## src/rtl/score_counter.sv

```systemverilog
`default_nettype none
// ============================================================================
// Module   : score_counter
// Brief    : Three-digit BCD game score with edge-detected hits, saturation
//            at 999, synchronous game clear and a persistent high score.
// Revision : 1.0 - initial release
// ============================================================================
module score_counter #(
    parameter int POINTS = 1
) (
    input  logic        clk,
    input  logic        rst_n,
    input  logic        add_score,
    input  logic        game_clr,
    output logic [11:0] score_bcd,
    output logic [11:0] high_bcd,
    output logic        score_upd,
    output logic        new_high
);

    typedef enum logic [0:0] {
        IDLE = 1'b0,
        PLAY = 1'b1
    } state_t;

    localparam logic [4:0] PTS = 5'(POINTS);

    state_t      state;
    logic        add_d;
    logic        hit;
    logic [4:0]  ones_sum;
    logic [4:0]  ones_m10;
    logic [4:0]  tens_sum;
    logic [4:0]  tens_m10;
    logic [4:0]  hund_sum;
    logic        carry_ones;
    logic        carry_tens;
    logic [3:0]  ones_nxt;
    logic [3:0]  tens_nxt;
    logic [11:0] score_nxt;

    assign hit = add_score & ~add_d;

    // Ripple BCD add; an overflow out of the hundreds digit saturates to 999.
    always_comb begin
        ones_sum   = {1'b0, score_bcd[3:0]} + PTS;
        ones_m10   = ones_sum - 5'd10;
        carry_ones = (ones_sum > 5'd9);
        ones_nxt   = carry_ones ? ones_m10[3:0] : ones_sum[3:0];

        tens_sum   = {1'b0, score_bcd[7:4]} + {4'b0000, carry_ones};
        tens_m10   = tens_sum - 5'd10;
        carry_tens = (tens_sum > 5'd9);
        tens_nxt   = carry_tens ? tens_m10[3:0] : tens_sum[3:0];

        hund_sum   = {1'b0, score_bcd[11:8]} + {4'b0000, carry_tens};

        if (hund_sum > 5'd9) begin
            score_nxt = 12'h999;
        end else begin
            score_nxt = {hund_sum[3:0], tens_nxt, ones_nxt};
        end
    end

    always_ff @(posedge clk or negedge rst_n) begin
        if (!rst_n) begin
            state     <= IDLE;
            add_d     <= 1'b0;
            score_bcd <= 12'h000;
            high_bcd  <= 12'h000;
            score_upd <= 1'b0;
            new_high  <= 1'b0;
        end else begin
            add_d     <= add_score;
            score_upd <= 1'b0;

            if (game_clr) begin
                state     <= IDLE;
                score_bcd <= 12'h000;
            end else if (hit) begin
                state <= PLAY;
                if (score_nxt != score_bcd) begin
                    score_bcd <= score_nxt;
                    score_upd <= 1'b1;
                end
            end

            // In IDLE the score is zero, so gating on PLAY never hides a new high.
            if ((state == PLAY) && (score_bcd > high_bcd)) begin
                high_bcd <= score_bcd;
                new_high <= 1'b1;
            end else begin
                new_high <= 1'b0;
            end
        end
    end

endmodule
`default_nettype wire

```

## config.mk

```make
export PLATFORM = sky130hd
export DESIGN_NAME = score_counter
export DESIGN_NICKNAME = d
export VERILOG_FILES = /design/src/rtl/score_counter.sv
export SDC_FILE = /design/constraint.sdc
export NUM_CORES = 1
export LEC_CHECK = 0
export ABC_AREA = 1
export CAP_MARGIN = 20
export CORE_ASPECT_RATIO = 1.25
export CORE_MARGIN = 1
export CORE_UTILIZATION = 54
export CTS_CLUSTER_DIAMETER = 60
export DETAILED_ROUTE_END_ITERATION = 10
export PLACE_DENSITY = 0.8
export SLEW_MARGIN = 20
export SYNTH_ARGS = -nofsm -noshare
export SYNTH_HDL_FRONTEND = slang
export SYNTH_SLANG_ARGS = --single-unit
export TNS_END_PERCENT = 100
```

## constraint.sdc

```tcl
create_clock -name clk -period 4.5 [get_ports clk]
set_input_delay 0.45 -clock clk [delete_from_list [all_inputs] [get_ports clk]]
set_output_delay 0.45 -clock clk [all_outputs]
set_load 0.03 [all_outputs]
```

==> run metrics, run 1 <==
status finished, final reports clean; first-pass GRT wire length between 7000 and 8000 um; Post-Syn Instances 261; CP bufs+invs 3; PostCTS Resize Cnt 0; Compound-Gate Fraction of Synth Area 4.029%; die width 55.41 um; Root Driver clkbuf_8; min-delay src high_bcd[3]; DP HPWL between 3000 and 4000 um; Die ar. ~3800 um2; WL final roughly 4300 um; total global-route track usage between 20% and 30%; synth top area cells dfrtp_1 (36%), nand2_1 (17%), ha_1 (13%); Post-Synth Adder-Cell Area between 10 and 15%; DR DRC count 0; Net Count, Synth 285; CTS tree done; Fin. Hold Viols 0; Slew Limit Headroom between 70% and 80%; Setup crit end kind flip-flop; leading area contributor after synthesis dfrtp_1; Power Density around 240 nW/um2; Psw ~0.00018 W; top-count cell post-synth nand2_1; Area Growth Syn to Fin 18.84%; # fillers ~290; ys flop type dfrtp_1; crit path launch score_bcd[0]; row count 23; largest net degree at the start of global routing 29; worst path arrival time approximately 4.3 ns; Worst Path Required between 4 and 5 ns; area of the mapped netlist between 1500 and 2000 um2; CP max stage delay around 0.46 ns; Synth Area in XOR/XNOR less than 1%; CP Class reg -> reg; Post-CTS Setup Bufs 0; GPL Wtd Cong between 0.8 and 0.9; Final setup viols 0; final-report max-slew violation count 0; antenna fix cells 0; initial antenna violation count 0; drt first pass iters 4; Yosys reg bits 28; Die H slightly below 70 um; per-cell routed wire length 13.22 um; largest family of logic cells by synthesized area simple AND/OR/NAND/NOR gates; Critical Path Source Type flip-flop; RSZ-0062 raised after global routing no; clk sinks 28; Flop pwr share roughly half; final net count 314; Starting Density around three fifths; internal power between 0.0003 and 0.0004 W; Sw Share about 32%; Max Root-Sink Buffers 2; setup TNS 0 ns; fin crit share 89.81%; RR Startpoint score_bcd[0]; sequential area share after synthesis a little over a third; Final Critical Period 4.041 ns; Ports 30; post-synthesis simple-gate area fraction a little under two fifths; mux contribution to synthesized area 0%; synth warn 0; fraction of registers with async set/reset 100.0%; pre-CTS setup slack between 0.3 and 0.4 ns; DR iter-0 viols 66; worst hold path type reg -> reg; max cap viols 0; crit-path max FO 12; vias in the first global route about 1700; syn_area_per_cell about 7.4 um2; LEAKAGE roughly 1.2 nW; clk_lat worst skew 0.27 ns; logic gate share of total power 26.5%; Clk pwr share 24.4%; CP most frequent cell nand2_1; peak supply drop around 0.16 mV; vias around 1700; Distinct cells, synth 27; htree depth 1; area share of the largest cell type after synthesis 36.39%; Worst-path clk slew ~0.090 ns; number of CTS-inserted buffers 3; commonest cells in the netlist nand2_1 (86), inv_1 (31), nand3_1 (30); share of layout cells above drive strength 1 ~7.6%; f_max between 200 and 250 MHz; hold buffer count at cts 0; Post-synth EDFFs 0; Final ANT Viol Nets 0; Fin Clk Skew 0.004982 ns; Port-buffer cells 29; Crit path max-delay family simple AND/OR/NAND/NOR gates; Design Power approximately 0.00055 W; vias per inst between 5 and 6; actual slew at the worst max-slew pin ~0.44 ns; Slowest cell on crit path dfrtp_2; fin worst setup slack roughly 0.46 ns; Core ar. between 3000 and 4000 um2; GRT overflow 0
-- cell type report --
type,instances,area (um2),area share [%]
inverter,35,131.4,5.741
clock buffer,3,41.29,1.804
timing repair buffer,31,305.3,13.34
multi-input combinational,191,1061,46.36
sequential,28,703.2,30.73
tap,37,46.29,2.023
-- worst reg2reg max path: cells and delay by family, from the launching register on --
kind	cells	cell delay (ns)
and+or+nand+nor	16	1.56
DFF	1	0.46
buffers and inverters	3	0.31
AOI/OAI and AO/OA	1	0.14
adders and majority gates	6	1.51
-- power by group through the flow --
stage                     clock, W  combinational, W  sequential (W)
final                     0.000135          0.000146        0.000271
after global routing      0.000146          0.000164        0.000273
after CTS                 0.000139          0.000146        0.000271
after detailed placement         0          0.000146        0.000276
after global placement           0          0.000144        0.000276
after floorplan                  0         0.0000741        0.000294
-- metrics by stage --
step | util (%) | instance area, um2 | hold WS [ns] | cells
final | 69.15 | 2288 | 0.5052 | 325
after global routing | 69.15 | 2288 | 0.5338 | 325
after CTS | 68.70 | 2273 | 0.5079 | 325
after detailed placement | 67.45 | 2232 | 0.4855 | 322
after global placement | 67.45 | 2232 | 0.4797 | 322
after floorplan | - | 1926 | 0.1544 | 261
-- cells by family (layout without fill, tap and decap cells) --
family	after synthesis	in the layout
AND/OR/NAND/NOR	156	156
buffers and inverters	42	69
flip-flops	28	28
adder cells (fa/ha/maj)	20	20
AO/OA/AOI/OAI	14	14
XOR/XNOR	1	1
-- metal layers --
| metal | global-route usage, % | share of wire, % |
|---|---|---|
| met5 | 0 | 0 |
| met4 | 8.750 | 1.6 |
| met3 | 2.239 | 1.8 |
| met2 | 46.84 | 51 |
| met1 | 28.90 | 45 |
-- state kept, by name, summed over array words and instances, names as in the netlist --
| register | count |
|---|---|
| score_bcd | 12 |
| add_d | 1 |
| score_upd | 1 |
| new_high | 1 |
| state | 1 |
| high_bcd | 12 |
-- worst paths after layout --
kind | slack (ns) | cells after the start | end
setup / recovery | 0.46 | 26 | score_bcd[5]
hold / removal | 0.51 | 2 | high_bcd[3]
setup reg to reg | 0.46 | 26 | score_bcd[5]
hold reg to reg | 0.51 | 2 | high_bcd[3]
max in group asynchronous | 3.66 | 2 | score_bcd[0]
min in group asynchronous | 0.54 | 2 | high_bcd[2]
-- cells in the final DEF, fill, tap and decap left out, types with 2 or more instances in the layout --
cell             Yosys  final
a21oi_1              7      7
nand2_4              1      2
nand3_1             30     30
inv_1               31     31
ha_1                20     20
nand3b_1             2      2
nor3_1               4      4
nand4_1             10     10
buf_4                2      2
nor2_1              12     12
dfrtp_1             28     26
nand2_2              6      5
inv_2                4      4
clkbuf_8             0      3
nand2_1             86     86
o21ai_0              4      4
clkdlybuf4s50_1      0     29
dfrtp_2              0      2
No activity file was read; power rests on OpenSTA's default activity.
==> run 2, diff against run 1 <==
Settings changed: CELL_PAD_IN_SITES_DETAIL_PLACEMENT set to 1, CELL_PAD_IN_SITES_GLOBAL_PLACEMENT set to 1, CORE_ASPECT_RATIO 1.25 to not set, CORE_UTILIZATION 54 to 39, PLACE_DENSITY 0.8 to not set, PLACE_DENSITY_LB_ADDON set to 0.1.
Clock period 4.5 ns to 4.1 ns, I/O delays scaled along.
==> run 2 against run 1 <==
  * Non-clock buffer count is 8 higher
  * Die area up 37%
  * Critical path type unchanged
  * Maximum frequency up 6.4%
  * Largest power group unchanged
  * Cell count up 12%
  * Critical endpoint is now score_bcd[0]
  * Combinational power up 21%
==> run metrics, run 2 (synthesis gave the netlist of run 1 again) <==
antenna fix cells 0 (unchanged); vias per inst 4.918 (-8.5%); Slew Limit Headroom 66.89% (-3.6 points); CP Class reg -> reg; WL final 5221 um (+22%); LEAKAGE 1.249 nW (+5.4%); R2R cell count 26 (unchanged); row count 25 (+8.7%); status finished, final reports clean; per-cell routed wire length 14.30 um (+8.2%); Final setup viols 0 (unchanged); DR iter-0 viols 46 (-30%); Final Critical Period 3.797 ns (-0.2443 ns); drt first pass iters 4 (unchanged); GRT overflow 0 (unchanged); CTS tree done; first-pass GRT wire length 8493 um (+15%); Power Density 282.2 nW/um2 (+17%); htree depth 1 (unchanged); max cap viols 0 (unchanged); largest net degree at the start of global routing 29 (unchanged); clk_lat worst skew 0.28 ns (about the same); DR DRC count 0 (unchanged); total global-route track usage 21.11% (-3.4 points); Die ar. 5222 um2 (+37%); clk sinks 28 (unchanged); share of layout cells above drive strength 1 13.09% (+5.4 points); crit-path max FO 6 (-6); Ports 30 (unchanged); Worst-path clk slew 0.10 ns (about the same); Placed Instances 358 (+11%); Max Root-Sink Buffers 2 (unchanged); Area Growth Syn to Fin 27.88%; commonest cells after routing, fill and taps aside nand2_1 (84), inv_1 (29), nand3_1 (29), clkdlybuf4s50_1 (29), dfrtp_1 (27); FF-to-FF End score_bcd[0]; final std cells w/o fill 365 (+12%); Setup crit end kind flip-flop; vias in the first global route 1742 (+3.6%); Fin Clk Skew 0.002381 ns (-0.002600 ns); Core ar. 4723 um2 (+43%); f_max 263.4 MHz (+6.4%); fin crit share 92.61% (+2.8 points); Final ANT Viol Nets 0 (unchanged); worst path arrival time 4.01 ns (-0.24 ns); Starting Density 40.77% (-17 points); DP HPWL 3897 um (+22%); commonest non-fill, non-tap cell in the layout nand2_1; number of CTS-inserted buffers 3 (unchanged); Port-buffer cells 29 (unchanged); peak supply drop 0.1611 mV (-1.1%); GPL Wtd Cong 0.7908 (-8.9%); die width 72.27 um (+30%); RSZ-0062 raised after global routing no; top flop regs high_bcd: 12 flops, score_bcd: 12 flops; final-report max-slew violation count 0 (unchanged); Design Power 0.0006949 W (+26%); Die H 72.27 um (+5.1%); initial antenna violation count 0 (unchanged); final net count 323 (+2.9%); vias 1795 (+2.8%); Root Driver clkbuf_8; RR Startpoint score_bcd[0]; actual slew at the worst max-slew pin 0.4954 ns (+0.05567 ns); register-to-register setup slack 0.30 ns (-0.16 ns); final core occ 52.13% (-17 points); Fin. Hold Viols 0 (unchanged); setup TNS 0 ns (unchanged); worst hold path type in -> async; Worst Path Required 4.31 ns (-0.40 ns); Critical Path Source Type flip-flop
[run 2: cell types whose count changed in the layout (fill, tap and decap cells not counted)]
| cell | before | now |
|---|---|---|
| inv_1 | 31 | 29 |
| nand3_2 | 0 | 1 |
| dfrtp_1 | 26 | 27 |
| nand2_2 | 5 | 7 |
| buf_4 | 2 | 10 |
| nand2_8 | 0 | 1 |
| ha_4 | 0 | 1 |
| nand2_1 | 86 | 84 |
| dfrtp_2 | 2 | 1 |
| ha_2 | 0 | 2 |
| bufinv_16 | 0 | 1 |
| ha_1 | 20 | 17 |
| nand3_1 | 30 | 29 |
| inv_2 | 4 | 6 |
[run 2: worst max-delay path, cell delays in order (launching register included)]
cell	delay, ns
dfrtp_1	0.40
buf_4	0.14
ha_1	0.23
xnor2_2	0.16
ha_1	0.17
nand2_1	0.05
nand2_1	0.06
nand2_1	0.05
nand2_1	0.07
nand2_2	0.07
nand2_2	0.10
ha_2	0.22
ha_4	0.21
inv_2	0.07
nand3_1	0.09
nand2_2	0.08
nand2_2	0.08
ha_2	0.21
ha_1	0.22
or2_2	0.30
a21oi_1	0.13
nand2_1	0.09
nand2_2	0.09
nand3_4	0.15
nand2_8	0.13
nand2_1	0.06
nand2_1	0.09
[run 2: how the worst max path moves through the flow]
stage	to	slack, ns	from
2_1_floorplan	score_bcd[1]	0.18	score_bcd[0]
3_3_place_gp	score_bcd[0]	0.16	score_bcd[0]
3_5_place_dp	score_bcd[0]	-0.05	score_bcd[0]
4_1_cts	score_bcd[0]	0.04	score_bcd[1]
5_1_grt	score_bcd[0]	0.06	score_bcd[0]
6_report	score_bcd[0]	0.30	score_bcd[0]
[run 2: per-stage QoR]
stage	setup slack, ns	hold slack (ns)	instance area [um2]
final	0.3029	0.5108	2462
after global routing	0.06476	0.5346	2462
after CTS	0.03502	0.5168	2406
after detailed placement	-0.05080	0.4915	2315
after global placement	0.1584	0.4800	2315
after floorplan	0.1752	0.1144	1926
[run 2: timing repair]
action                     CTS  global route
pin swaps                    0             3
setup endpoints to repair   12            13
cloned                       0             1
gates resized for setup      1            11
buffers inserted             2             0
hold buffers                 0             0
[run 2: where the power goes]
part           switching (W)  internal, W
Clock              0.0000909     0.000131
Combinational       0.000117    0.0000602
Sequential        0.00000860     0.000288
[run 2: area by class of cell]
class | instances | area, um2
Clock buffer | 3 | 41.29
Clock inverter | 1 | 30.03
Fill cell | 598 | 2261
Inverter | 35 | 131.4
Multi-Input combinational cell | 192 | 1109
Sequential cell | 28 | 701.9
Tap cell | 67 | 83.83
Timing Repair Buffer | 39 | 365.4
[run 2: layer usage]
layer	GRT usage (%)	vias up	part of all wire (%)
li1	-	917	-
met1	28.24	846	50
met2	36.14	26	47
met3	2.222	6	1.8
met4	5.882	0	1.3
met5	0	-	0
==> run 3, diff against run 2 <==
Settings changed: GPL_TIMING_DRIVEN set to 0.
==> run 3 against run 2 <==
  * Clock skew rose by 0.00099 ns
  * Global-route usage fell by 0.46 points
  * Maximum frequency fell by 1.4%
  * Via count rose by 2.2%
  * Sequential power barely moved
  * Sequential cell count did not move
  * Final area rose by 1.0%
  * Non-clock buffer count rose by 3
  * Largest power group unchanged
==> run metrics, run 3 (synthesis gave the netlist of run 1 again) <==
status finished, final reports clean; GPL Wtd Cong 0.8000 (+1.2%); vias in the first global route 1790 (+2.8%); CP Class reg -> reg; crit path launch score_bcd[0]; first-pass GRT wire length 8321 um (-2.0%); Final setup viols 0 (unchanged); CTS tree done; hold slack 0.1390 ns (-0.3718 ns); final net count 325 (+0.62%); clk sinks 28 (unchanged); initial antenna violation count 0 (unchanged); share of layout cells above drive strength 1 15.00% (+1.9 points); top flop regs high_bcd: 12 flops, score_bcd: 12 flops; actual slew at the worst max-slew pin 0.6348 ns (+0.1394 ns); DR DRC count 0 (unchanged); Max Root-Sink Buffers 2 (unchanged); f_max 259.6 MHz (-1.4%); Worst-path clk slew 0.10 ns (about the same); Fin. Hold Viols 0 (unchanged); vias 1835 (+2.2%); htree depth 1 (unchanged); Die ar. 5222 um2 (unchanged); GRT overflow 0 (unchanged); Port-buffer cells 29 (unchanged); fin worst setup slack 0.2483 ns (-0.05455 ns); hold buffer count at cts 0 (unchanged); worst path arrival time 4.08 ns (+0.07 ns); Root Driver clkbuf_8; Setup crit end kind flip-flop; DP HPWL 3727 um (-4.4%); CP max stage delay 0.46 ns (+0.06 ns); Area Growth Syn to Fin 29.18%; final core occ 52.66% (+0.53 points); Slowest cell on crit path dfrtp_2; commonest non-fill, non-tap cell in the layout nand2_1; pre-CTS setup slack -0.2096 ns (-0.1588 ns); clk_lat worst skew 0.28 ns (about the same); worst hold path type in -> async; Final ANT Viol Nets 0 (unchanged); die width 72.27 um (unchanged); Core ar. 4723 um2 (unchanged); Starting Density 40.77% (unchanged); Ports 30 (unchanged); final-report max-slew violation count 0 (unchanged); CP most frequent cell nand2_1; commonest cells after routing, fill and taps aside nand2_1 (84), nand3_1 (30), inv_1 (28), clkdlybuf4s50_1 (28), dfrtp_1 (26); total global-route track usage 20.65% (-0.46 points); Die H 72.27 um (unchanged); Design Power 0.0006891 W (-0.83%); row count 25 (unchanged); Slew Limit Headroom 57.68% (-9.2 points); Worst Path Required 4.33 ns (+0.02 ns); Critical Path Source Type flip-flop; fin crit share 93.94% (+1.3 points); Final Critical Period 3.852 ns (+0.05455 ns); DR iter-0 viols 38 (-17%); RR Startpoint score_bcd[0]; per-cell routed wire length 14.11 um (-1.3%); # fillers 594 (-0.67%); Power Density 277.0 nW/um2 (-1.8%); largest net degree at the start of global routing 29 (unchanged); drt first pass iters 4 (unchanged); vias per inst 5.000 (+1.7%); antenna fix cells 0 (unchanged); Fin Clk Skew 0.003373 ns (+0.0009912 ns); peak supply drop 0.1301 mV (-19%); WL final 5180 um (-0.79%); number of CTS-inserted buffers 3 (unchanged); LEAKAGE 1.239 nW (-0.83%); crit-path max FO 10 (+4); max cap viols 0 (unchanged)
-- run 3: worst paths after layout --
check	to	slack, ns	cells after the start
max	score_bcd[9]	0.25	29
min	high_bcd[2]	0.14	1
max reg2reg	score_bcd[9]	0.25	29
min reg2reg	high_bcd[8]	0.51	2
max in group asynchronous	score_bcd[1]	3.51	1
min in group clk	high_bcd[8]	0.51	2
-- run 3: layer usage --
metal	vias to the layer above	share of wire [%]	GRT usage, %
li1	923	-	-
met1	876	48	26.89
met2	29	49	36.76
met3	7	2.0	2.083
met4	0	1.3	4.793
met5	-	0	0
-- run 3: stage by stage --
stage	instances	area (um2)	setup TNS [ns]
6_report	367	2487	0
5_1_grt	367	2487	-0.003420
4_1_cts	364	2406	0
3_5_place_dp	357	2295	-2.071
3_3_place_gp	357	2300	-1.570
2_1_floorplan	261	1926	0
-- run 3: worst max-delay path, delay by kind of cell, from the launching register on --
family,cells,cell delay [ns]
and+or+nand+nor,17,1.47
adders and majority gates,6,1.38
buffers and inverters,6,0.47
DFF,1,0.46
-- run 3: area by class of cell --
cell class                 count  area [um2]  share of cell area, %
timing repair buffer          35       330.3                  13.28
inverter                      35       133.9                  5.382
clock buffer                   3       41.29                  1.660
tap                           67       83.83                  3.370
clock inverter                 1       30.03                  1.207
buffer                         7       48.80                  1.962
sequential                    28       703.2                  28.27
multi-input combinational    191        1116                  44.87
-- run 3: where the power goes --
group          internal (W)  leakage (nW)  total [W]  switching (W)
logic             0.0000589         0.821   0.000169       0.000110
registers          0.000288         0.382   0.000298     0.00000959
clock network      0.000131        0.0357   0.000223      0.0000921
-- run 3: what timing repair did --
action | in CTS | in global routing
setup buffers | 3 | 3
setup endpoints to repair | 13 | 13
pin swaps | 0 | 1
resized for setup | 7 | 13
